$ cat config.mk
export PLATFORM = sky130hd
export DESIGN_NAME = cache_mem_arbiter_flat
export DESIGN_NICKNAME = d
export VERILOG_FILES = /design/src/rtl/cache_mem_arbiter_if.sv /design/src/rtl/cache_mem_arbiter.sv /design/src/flat_wrapper.sv
export SDC_FILE = /design/constraint.sdc
export NUM_CORES = 1
export LEC_CHECK = 0
export ABC_AREA = 1
export BUFFER_PORTS_ARGS = -buffer_cell sky130_fd_sc_hd__buf_2
export CAP_MARGIN = 40
export CORE_AREA = 2 2 207 209
export DETAILED_ROUTE_END_ITERATION = 10
export DIE_AREA = 0 0 209 211
export SKIP_LAST_GASP = 1
export SLEW_MARGIN = 20
export SYNTH_ARGS = -nofsm -noshare
export SYNTH_HDL_FRONTEND = slang
export SYNTH_SLANG_ARGS = --single-unit
$ cat constraint.sdc
create_clock -name clk -period 6 [get_ports clk]
set_clock_uncertainty 0.05 [all_clocks]
set_input_delay 1.5 -clock clk [delete_from_list [all_inputs] [get_ports clk]]
set_output_delay 1.5 -clock clk [all_outputs]
set_load 0.02 [all_outputs]
$ cat src/rtl/cache_mem_arbiter_if.sv
// ----------------------------------------------------------------------------
// cache_mem_arbiter_if
//
// Purpose: bundles the I-cache refill port, the D-cache refill/write-back port
// and the shared external memory port used by cache_mem_arbiter.
//
// Modports:
//   master - the arbiter's view: it accepts cache requests, issues memory
//            requests and write beats, and returns refill beats / write acks.
//   slave  - the surrounding environment's view (caches plus memory model).
//
// Signal groups:
//   i_req_* / i_rsp_*        I-cache line refill request and refill beats
//   d_req_* / d_wdata_*      D-cache line request and write-back beats
//   d_rsp_*                  D-cache refill beats or write acknowledge
//   mem_req_* / mem_wdata_*  memory request and write beats
//   mem_rsp_*                memory read beats or write acknowledge
// ----------------------------------------------------------------------------
interface cache_mem_arbiter_if #(
    parameter int ADDR_W = 64,
    parameter int DATA_W = 64
);
    logic              i_req_valid;
    logic              i_req_ready;
    logic [ADDR_W-1:0] i_req_addr;
    logic              i_rsp_valid;
    logic [DATA_W-1:0] i_rsp_data;
    logic              i_rsp_last;

    logic              d_req_valid;
    logic              d_req_ready;
    logic [ADDR_W-1:0] d_req_addr;
    logic              d_req_we;
    logic              d_wdata_valid;
    logic              d_wdata_ready;
    logic [DATA_W-1:0] d_wdata;
    logic              d_rsp_valid;
    logic [DATA_W-1:0] d_rsp_data;
    logic              d_rsp_last;

    logic              mem_req_valid;
    logic              mem_req_ready;
    logic [ADDR_W-1:0] mem_req_addr;
    logic              mem_req_we;
    logic              mem_wdata_valid;
    logic              mem_wdata_ready;
    logic [DATA_W-1:0] mem_wdata;
    logic              mem_wdata_last;
    logic              mem_rsp_valid;
    logic [DATA_W-1:0] mem_rsp_data;
    logic              mem_rsp_last;

    modport master (
        input  i_req_valid, i_req_addr,
        output i_req_ready, i_rsp_valid, i_rsp_data, i_rsp_last,
        input  d_req_valid, d_req_addr, d_req_we, d_wdata_valid, d_wdata,
        output d_req_ready, d_wdata_ready, d_rsp_valid, d_rsp_data, d_rsp_last,
        output mem_req_valid, mem_req_addr, mem_req_we,
        output mem_wdata_valid, mem_wdata, mem_wdata_last,
        input  mem_req_ready, mem_wdata_ready,
        input  mem_rsp_valid, mem_rsp_data, mem_rsp_last
    );

    modport slave (
        output i_req_valid, i_req_addr,
        input  i_req_ready, i_rsp_valid, i_rsp_data, i_rsp_last,
        output d_req_valid, d_req_addr, d_req_we, d_wdata_valid, d_wdata,
        input  d_req_ready, d_wdata_ready, d_rsp_valid, d_rsp_data, d_rsp_last,
        input  mem_req_valid, mem_req_addr, mem_req_we,
        input  mem_wdata_valid, mem_wdata, mem_wdata_last,
        output mem_req_ready, mem_wdata_ready,
        output mem_rsp_valid, mem_rsp_data, mem_rsp_last
    );
endinterface

$ cat src/rtl/cache_mem_arbiter.sv
// ----------------------------------------------------------------------------
// cache_mem_arbiter
//
// Purpose: shares one external memory port between the I-cache refill path
// (reads only) and the D-cache path (line refills and dirty-line write-backs).
// One line transaction is granted at a time and run to completion:
// request handshake, burst data, then response / write acknowledge.
//
// Ports:
//   clk    rising-edge clock
//   rst    asynchronous active-low reset (0 = reset)
//   bus    cache_mem_arbiter_if.master - cache and memory handshakes
//   busy   1 while a transaction is in progress (state != IDLE)
//   owner  side owning the current transaction: 0 = I, 1 = D
//
// Configuration macro:
//   ARB_RR_EN  when defined, ties in IDLE alternate between the two sides
//              (first tie after reset goes to I). When undefined, the D side
//              always wins a tie.
// ----------------------------------------------------------------------------
module cache_mem_arbiter #(
    parameter int ADDR_W    = 64,
    parameter int DATA_W    = 64,
    parameter int BURST_LEN = 4
) (
    input  logic                 clk,
    input  logic                 rst,
    cache_mem_arbiter_if.master  bus,
    output logic                 busy,
    output logic                 owner
);

    localparam int CNT_W = (BURST_LEN > 1) ? $clog2(BURST_LEN) : 1;
    // Byte offset inside one line; these address bits are forced to zero.
    localparam int OFF_W = $clog2(BURST_LEN * DATA_W / 8);
    localparam logic [ADDR_W-1:0] LINE_MASK = {ADDR_W{1'b1}} << OFF_W;
    localparam logic [CNT_W-1:0]  LAST_BEAT = CNT_W'(BURST_LEN - 1);

    typedef enum logic [2:0] {
        S_IDLE,
        S_REQ,
        S_RD,
        S_WR,
        S_WACK
    } state_t;

    state_t            state_q, state_d;
    logic [CNT_W-1:0]  cnt_q, cnt_d;
    logic              owner_q, owner_d;
    logic [ADDR_W-1:0] addr_q, addr_d;
    logic              we_q, we_d;
`ifdef ARB_RR_EN
    logic              last_owner_q, last_owner_d;
`endif

    logic              pick_d;
    logic              i_req_ready, d_req_ready;
    logic              i_rsp_valid, i_rsp_last;
    logic [DATA_W-1:0] i_rsp_data;
    logic              d_rsp_valid, d_rsp_last, d_wdata_ready;
    logic [DATA_W-1:0] d_rsp_data;
    logic              mem_req_valid, mem_req_we;
    logic [ADDR_W-1:0] mem_req_addr;
    logic              mem_wdata_valid, mem_wdata_last;
    logic [DATA_W-1:0] mem_wdata;

    always_comb begin
        state_d         = state_q;
        cnt_d           = cnt_q;
        owner_d         = owner_q;
        addr_d          = addr_q;
        we_d            = we_q;
`ifdef ARB_RR_EN
        last_owner_d    = last_owner_q;
`endif
        pick_d          = 1'b0;
        i_req_ready     = 1'b0;
        d_req_ready     = 1'b0;
        i_rsp_valid     = 1'b0;
        i_rsp_data      = '0;
        i_rsp_last      = 1'b0;
        d_rsp_valid     = 1'b0;
        d_rsp_data      = '0;
        d_rsp_last      = 1'b0;
        d_wdata_ready   = 1'b0;
        mem_req_valid   = 1'b0;
        mem_req_addr    = '0;
        mem_req_we      = 1'b0;
        mem_wdata_valid = 1'b0;
        mem_wdata       = '0;
        mem_wdata_last  = 1'b0;

        unique case (state_q)
            S_IDLE: begin
                if (bus.i_req_valid && bus.d_req_valid) begin
`ifdef ARB_RR_EN
                    // The side that did not win the previous grant goes first.
                    pick_d = ~last_owner_q;
`else
                    pick_d = 1'b1;
`endif
                end else begin
                    pick_d = bus.d_req_valid;
                end
                // Readies are gated by rst so every output is 0 in reset.
                if (rst && (bus.i_req_valid || bus.d_req_valid)) begin
                    d_req_ready = pick_d;
                    i_req_ready = ~pick_d;
                    owner_d     = pick_d;
                    addr_d      = (pick_d ? bus.d_req_addr : bus.i_req_addr) & LINE_MASK;
                    we_d        = pick_d & bus.d_req_we;
`ifdef ARB_RR_EN
                    last_owner_d = pick_d;
`endif
                    state_d     = S_REQ;
                end
            end

            S_REQ: begin
                mem_req_valid = 1'b1;
                mem_req_addr  = addr_q;
                mem_req_we    = we_q;
                if (bus.mem_req_ready) begin
                    cnt_d   = '0;
                    state_d = we_q ? S_WR : S_RD;
                end
            end

            S_RD: begin
                if (owner_q) begin
                    d_rsp_valid = bus.mem_rsp_valid;
                    d_rsp_data  = bus.mem_rsp_data;
                    d_rsp_last  = bus.mem_rsp_last;
                end else begin
                    i_rsp_valid = bus.mem_rsp_valid;
                    i_rsp_data  = bus.mem_rsp_data;
                    i_rsp_last  = bus.mem_rsp_last;
                end
                if (bus.mem_rsp_valid && bus.mem_rsp_last) begin
                    state_d = S_IDLE;
                end
            end

            S_WR: begin
                mem_wdata_valid = bus.d_wdata_valid;
                d_wdata_ready   = bus.mem_wdata_ready;
                mem_wdata       = bus.d_wdata;
                mem_wdata_last  = (cnt_q == LAST_BEAT);
                if (bus.d_wdata_valid && bus.mem_wdata_ready) begin
                    cnt_d = cnt_q + CNT_W'(1);
                    if (cnt_q == LAST_BEAT) begin
                        state_d = S_WACK;
                    end
                end
            end

            S_WACK: begin
                if (bus.mem_rsp_valid) begin
                    d_rsp_valid = 1'b1;
                    d_rsp_last  = 1'b1;
                    state_d     = S_IDLE;
                end
            end

            default: begin
                state_d = S_IDLE;
            end
        endcase
    end

    always_ff @(posedge clk or negedge rst) begin
        if (!rst) begin
            state_q      <= S_IDLE;
            cnt_q        <= '0;
            owner_q      <= 1'b0;
`ifdef ARB_RR_EN
            last_owner_q <= 1'b1;
`endif
        end else begin
            state_q      <= state_d;
            cnt_q        <= cnt_d;
            owner_q      <= owner_d;
`ifdef ARB_RR_EN
            last_owner_q <= last_owner_d;
`endif
        end
    end

    // Address and write flag are only observed while in REQ, so they need no reset.
    always_ff @(posedge clk) begin
        addr_q <= addr_d;
        we_q   <= we_d;
    end

    assign bus.i_req_ready     = i_req_ready;
    assign bus.i_rsp_valid     = i_rsp_valid;
    assign bus.i_rsp_data      = i_rsp_data;
    assign bus.i_rsp_last      = i_rsp_last;
    assign bus.d_req_ready     = d_req_ready;
    assign bus.d_wdata_ready   = d_wdata_ready;
    assign bus.d_rsp_valid     = d_rsp_valid;
    assign bus.d_rsp_data      = d_rsp_data;
    assign bus.d_rsp_last      = d_rsp_last;
    assign bus.mem_req_valid   = mem_req_valid;
    assign bus.mem_req_addr    = mem_req_addr;
    assign bus.mem_req_we      = mem_req_we;
    assign bus.mem_wdata_valid = mem_wdata_valid;
    assign bus.mem_wdata       = mem_wdata;
    assign bus.mem_wdata_last  = mem_wdata_last;

    assign busy  = (state_q != S_IDLE);
    assign owner = owner_q;

endmodule

$ cat src/flat_wrapper.sv
// flat-port wrapper written by rule: the top's interface ports become plain ports
module cache_mem_arbiter_flat 
#(
    parameter int ADDR_W    = 64,
    parameter int DATA_W    = 64,
    parameter int BURST_LEN = 4
)
  (clk, rst, busy, owner, bus_i_req_valid, bus_i_req_addr, bus_i_req_ready, bus_i_rsp_valid, bus_i_rsp_data, bus_i_rsp_last, bus_d_req_valid, bus_d_req_addr, bus_d_req_we, bus_d_wdata_valid, bus_d_wdata, bus_d_req_ready, bus_d_wdata_ready, bus_d_rsp_valid, bus_d_rsp_data, bus_d_rsp_last, bus_mem_req_valid, bus_mem_req_addr, bus_mem_req_we, bus_mem_wdata_valid, bus_mem_wdata, bus_mem_wdata_last, bus_mem_req_ready, bus_mem_wdata_ready, bus_mem_rsp_valid, bus_mem_rsp_data, bus_mem_rsp_last);
  cache_mem_arbiter_if #(.ADDR_W(ADDR_W), .DATA_W(DATA_W)) bus_i ();
  input  logic clk;
  input  logic rst;
  output logic busy;
  output logic owner;
  input wire logic [$bits(bus_i.i_req_valid)-1:0] bus_i_req_valid;
  input wire logic [$bits(bus_i.i_req_addr)-1:0] bus_i_req_addr;
  output wire logic [$bits(bus_i.i_req_ready)-1:0] bus_i_req_ready;
  output wire logic [$bits(bus_i.i_rsp_valid)-1:0] bus_i_rsp_valid;
  output wire logic [$bits(bus_i.i_rsp_data)-1:0] bus_i_rsp_data;
  output wire logic [$bits(bus_i.i_rsp_last)-1:0] bus_i_rsp_last;
  input wire logic [$bits(bus_i.d_req_valid)-1:0] bus_d_req_valid;
  input wire logic [$bits(bus_i.d_req_addr)-1:0] bus_d_req_addr;
  input wire logic [$bits(bus_i.d_req_we)-1:0] bus_d_req_we;
  input wire logic [$bits(bus_i.d_wdata_valid)-1:0] bus_d_wdata_valid;
  input wire logic [$bits(bus_i.d_wdata)-1:0] bus_d_wdata;
  output wire logic [$bits(bus_i.d_req_ready)-1:0] bus_d_req_ready;
  output wire logic [$bits(bus_i.d_wdata_ready)-1:0] bus_d_wdata_ready;
  output wire logic [$bits(bus_i.d_rsp_valid)-1:0] bus_d_rsp_valid;
  output wire logic [$bits(bus_i.d_rsp_data)-1:0] bus_d_rsp_data;
  output wire logic [$bits(bus_i.d_rsp_last)-1:0] bus_d_rsp_last;
  output wire logic [$bits(bus_i.mem_req_valid)-1:0] bus_mem_req_valid;
  output wire logic [$bits(bus_i.mem_req_addr)-1:0] bus_mem_req_addr;
  output wire logic [$bits(bus_i.mem_req_we)-1:0] bus_mem_req_we;
  output wire logic [$bits(bus_i.mem_wdata_valid)-1:0] bus_mem_wdata_valid;
  output wire logic [$bits(bus_i.mem_wdata)-1:0] bus_mem_wdata;
  output wire logic [$bits(bus_i.mem_wdata_last)-1:0] bus_mem_wdata_last;
  input wire logic [$bits(bus_i.mem_req_ready)-1:0] bus_mem_req_ready;
  input wire logic [$bits(bus_i.mem_wdata_ready)-1:0] bus_mem_wdata_ready;
  input wire logic [$bits(bus_i.mem_rsp_valid)-1:0] bus_mem_rsp_valid;
  input wire logic [$bits(bus_i.mem_rsp_data)-1:0] bus_mem_rsp_data;
  input wire logic [$bits(bus_i.mem_rsp_last)-1:0] bus_mem_rsp_last;
  assign bus_i.i_req_valid = bus_i_req_valid;
  assign bus_i.i_req_addr = bus_i_req_addr;
  assign bus_i_req_ready = bus_i.i_req_ready;
  assign bus_i_rsp_valid = bus_i.i_rsp_valid;
  assign bus_i_rsp_data = bus_i.i_rsp_data;
  assign bus_i_rsp_last = bus_i.i_rsp_last;
  assign bus_i.d_req_valid = bus_d_req_valid;
  assign bus_i.d_req_addr = bus_d_req_addr;
  assign bus_i.d_req_we = bus_d_req_we;
  assign bus_i.d_wdata_valid = bus_d_wdata_valid;
  assign bus_i.d_wdata = bus_d_wdata;
  assign bus_d_req_ready = bus_i.d_req_ready;
  assign bus_d_wdata_ready = bus_i.d_wdata_ready;
  assign bus_d_rsp_valid = bus_i.d_rsp_valid;
  assign bus_d_rsp_data = bus_i.d_rsp_data;
  assign bus_d_rsp_last = bus_i.d_rsp_last;
  assign bus_mem_req_valid = bus_i.mem_req_valid;
  assign bus_mem_req_addr = bus_i.mem_req_addr;
  assign bus_mem_req_we = bus_i.mem_req_we;
  assign bus_mem_wdata_valid = bus_i.mem_wdata_valid;
  assign bus_mem_wdata = bus_i.mem_wdata;
  assign bus_mem_wdata_last = bus_i.mem_wdata_last;
  assign bus_i.mem_req_ready = bus_mem_req_ready;
  assign bus_i.mem_wdata_ready = bus_mem_wdata_ready;
  assign bus_i.mem_rsp_valid = bus_mem_rsp_valid;
  assign bus_i.mem_rsp_data = bus_mem_rsp_data;
  assign bus_i.mem_rsp_last = bus_mem_rsp_last;
  cache_mem_arbiter #(.ADDR_W(ADDR_W), .DATA_W(DATA_W), .BURST_LEN(BURST_LEN)) u_core (.clk(clk), .rst(rst), .bus(bus_i), .busy(busy), .owner(owner));
endmodule
==> reports/results.txt <==
CP Max Fanout = 7
CP endpoint kind = output port
Seq/Total Area, Yosys = 38.9%
worst endpoint required time = 4.45 ns
core area = 41800 µm²
Multi-input gate area = 1990 µm²
port bufs = 519
area leader, netlist = edfxtp_1
Total Wirelength = 25.9 mm
sequential cell area = 1950 µm²
startpoint types = input pin
worst hold slack = 0.471 ns
pwr/cell area = 327 nW/µm²
most common cell after layout, fill and taps aside = buf_2
top post-synthesis cells by area = edfxtp_1, nor2_1, inv_1
chip width = 209 µm
Avg Cell Area, Syn = 6.27 µm²
grt total ovfl = 0
max-cap viol count = 0
Site Rows = 75
yosys warns = 0
1st-iter DRT viols = 197
final setup fails = 0
clk sinks = 66
Cell variety after synth = 23
relative slew slack = 45.1%
TNS Setup = 0 ns
CTS buffer count = 9
commonest cells after routing, fill and taps aside = buf_2, nor2_1, inv_1
Via density = 3.47
pre-CTS setup slack = 1.98 ns
ratio of cells with drive above 1 in the final layout = 45.7%
Tmin final = 3.99 ns
setup bufs post-CTS = 0
Lkg Pwr = 5.51 nW
final hold violations = 0
largest net degree at the start of global routing = 62
routed vias = 6396
unrepaired setup endpoints after global routing = false
number of I/O pins = 535
root buffer cell = clkbuf_16
DR pass1 iterations = 4
initial antenna violation count = 12
DP HPWL = 22.6 mm
Hold Path Class = flip-flop to flip-flop
Setup CP Type = input pin to output port
worst-margin pin slew = 0.823 ns
remaining antenna violation count = 0
Die Height = 211 µm
CTS tree = done
PostCTS Resize Cnt = 0
Yosys top cell area share = 35.9%
Initial Utilization = 12.0%
die area = 44100 µm²
Tcrit/Tclk final = 66.5%
status = finished, final reports clean
FILL cells = 4809
# DRC = 0
GRT Util Overall = 11.1%
Clock Pin Slew Worst Setup and Hold Paths = 0.06 ns
fmax = 0.251 GHz
mapped cell area = 5010 µm²
post-synthesis register bit count = 66
H-tree depth = 3
synthesis-to-layout area growth = 66.5%
Final Net Count = 1563
vias in the first global route = 5889
gpl congestion = 0.838
VDD IR-drop max = 0.139 mV
hold buffer count at CTS = 0
Syn Inst Count = 800
first-pass GRT wire length = 35.7 mm
setup ws final = 2.01 ns
CP arrival = 2.44 ns
DR WL/cell = 14.0 µm
clock buffer depth = 2
Worst-Skew Late Latency = 0.34 ns
Final Max Slew Viols = 0
[per-layer routing]
metal / track usage, % / share of wire (%)
met5: 0 / 0.24
met4: 5.49 / 4.2
met3: 3.40 / 8.1
met2: 19.9 / 50
met1: 11.7 / 38
[final timing paths]
kind,startpoint,to,slack (ns),cells after the start
max,bus_d_req_valid,bus_i_req_ready,2.01,9
min,u_core.cnt_q[0],u_core.cnt_q[0],0.47,2
max reg2reg,u_core.state_q[1],u_core.addr_q[8],3.95,4
min reg2reg,u_core.cnt_q[0],u_core.cnt_q[0],0.47,2
max in group asynchronous,rst,u_core.cnt_q[1],4.81,1
min in group asynchronous,rst,u_core.state_q[1],0.94,1
[stage by stage]
step	utilization (%)	cells	instance area, µm²	power (W)
floorplan	-	804	5030	0.00168
global placement	19.3	1824	8060	0.00223
detailed placement	19.3	1824	8060	0.00225
CTS	20.0	1840	8340	0.00279
global route	20.0	1841	8340	0.00291
finish	20.0	1844	8350	0.00273
[synth_stat cells]
| library cell | n |
|---|---|
| nor2_1 | 222 |
| inv_1 | 202 |
| nand2_1 | 193 |
| edfxtp_1 | 60 |
| nor2_2 | 45 |
| clkbuf_1 | 15 |
| buf_6 | 14 |
| buf_2 | 11 |
| buf_4 | 6 |
| dfrtp_1 | 6 |
| inv_2 | 4 |
| o21ai_1 | 4 |
| nand3_1 | 3 |
| nand4_1 | 3 |
| a21oi_1 | 2 |
| nand2_2 | 2 |
| nand3_2 | 2 |
| clkinv_1 | 1 |
| conb_1 | 1 |
| ha_1 | 1 |
| o21a_1 | 1 |
| o22ai_1 | 1 |
| or2_0 | 1 |
[kinds of logic after synthesis]
group | after synthesis | share of synthesized area, %
fa+ha+maj | 1 | 0.249
compound gates | 8 | 0.873
other cells | 1 | 0.0748
flops | 66 | 38.9
buf+inv | 253 | 21.8
simple gates | 471 | 38.1
[layout make-up]
| type | instances | area share (%) |
|---|---|---|
| repair buffers | 527 | 31.8 |
| clock buffers | 10 | 2.74 |
| well taps | 539 | 8.07 |
| flip-flops and latches | 66 | 23.4 |
| multi-input cells | 485 | 23.9 |
| clock inverters | 6 | 0.689 |
| diodes | 4 | 0.120 |
| inverters | 207 | 9.30 |
[sequential cells by signal, indices dropped and copies added (netlist names)]
register        flops
u_core.addr_q      59
u_core.cnt_q        2
u_core.owner        1
u_core.state_q      3
u_core.we_q         1
[critical path: stages]
cell and delay (ns):
buf_2 0.08, buf_4 0.17, nor2_1 0.06, nor2_1 0.14
inv_2 0.06, nor2_4 0.09, inv_2 0.05, nor2_2 0.10
buf_2 0.19
[power breakdown]
part / internal [W] / switching, W
combinational: 0.000435 / 0.00111
clock: 0.000318 / 0.000207
sequential: 0.000618 / 0.0000395
(Power assumes the default switching activity.)
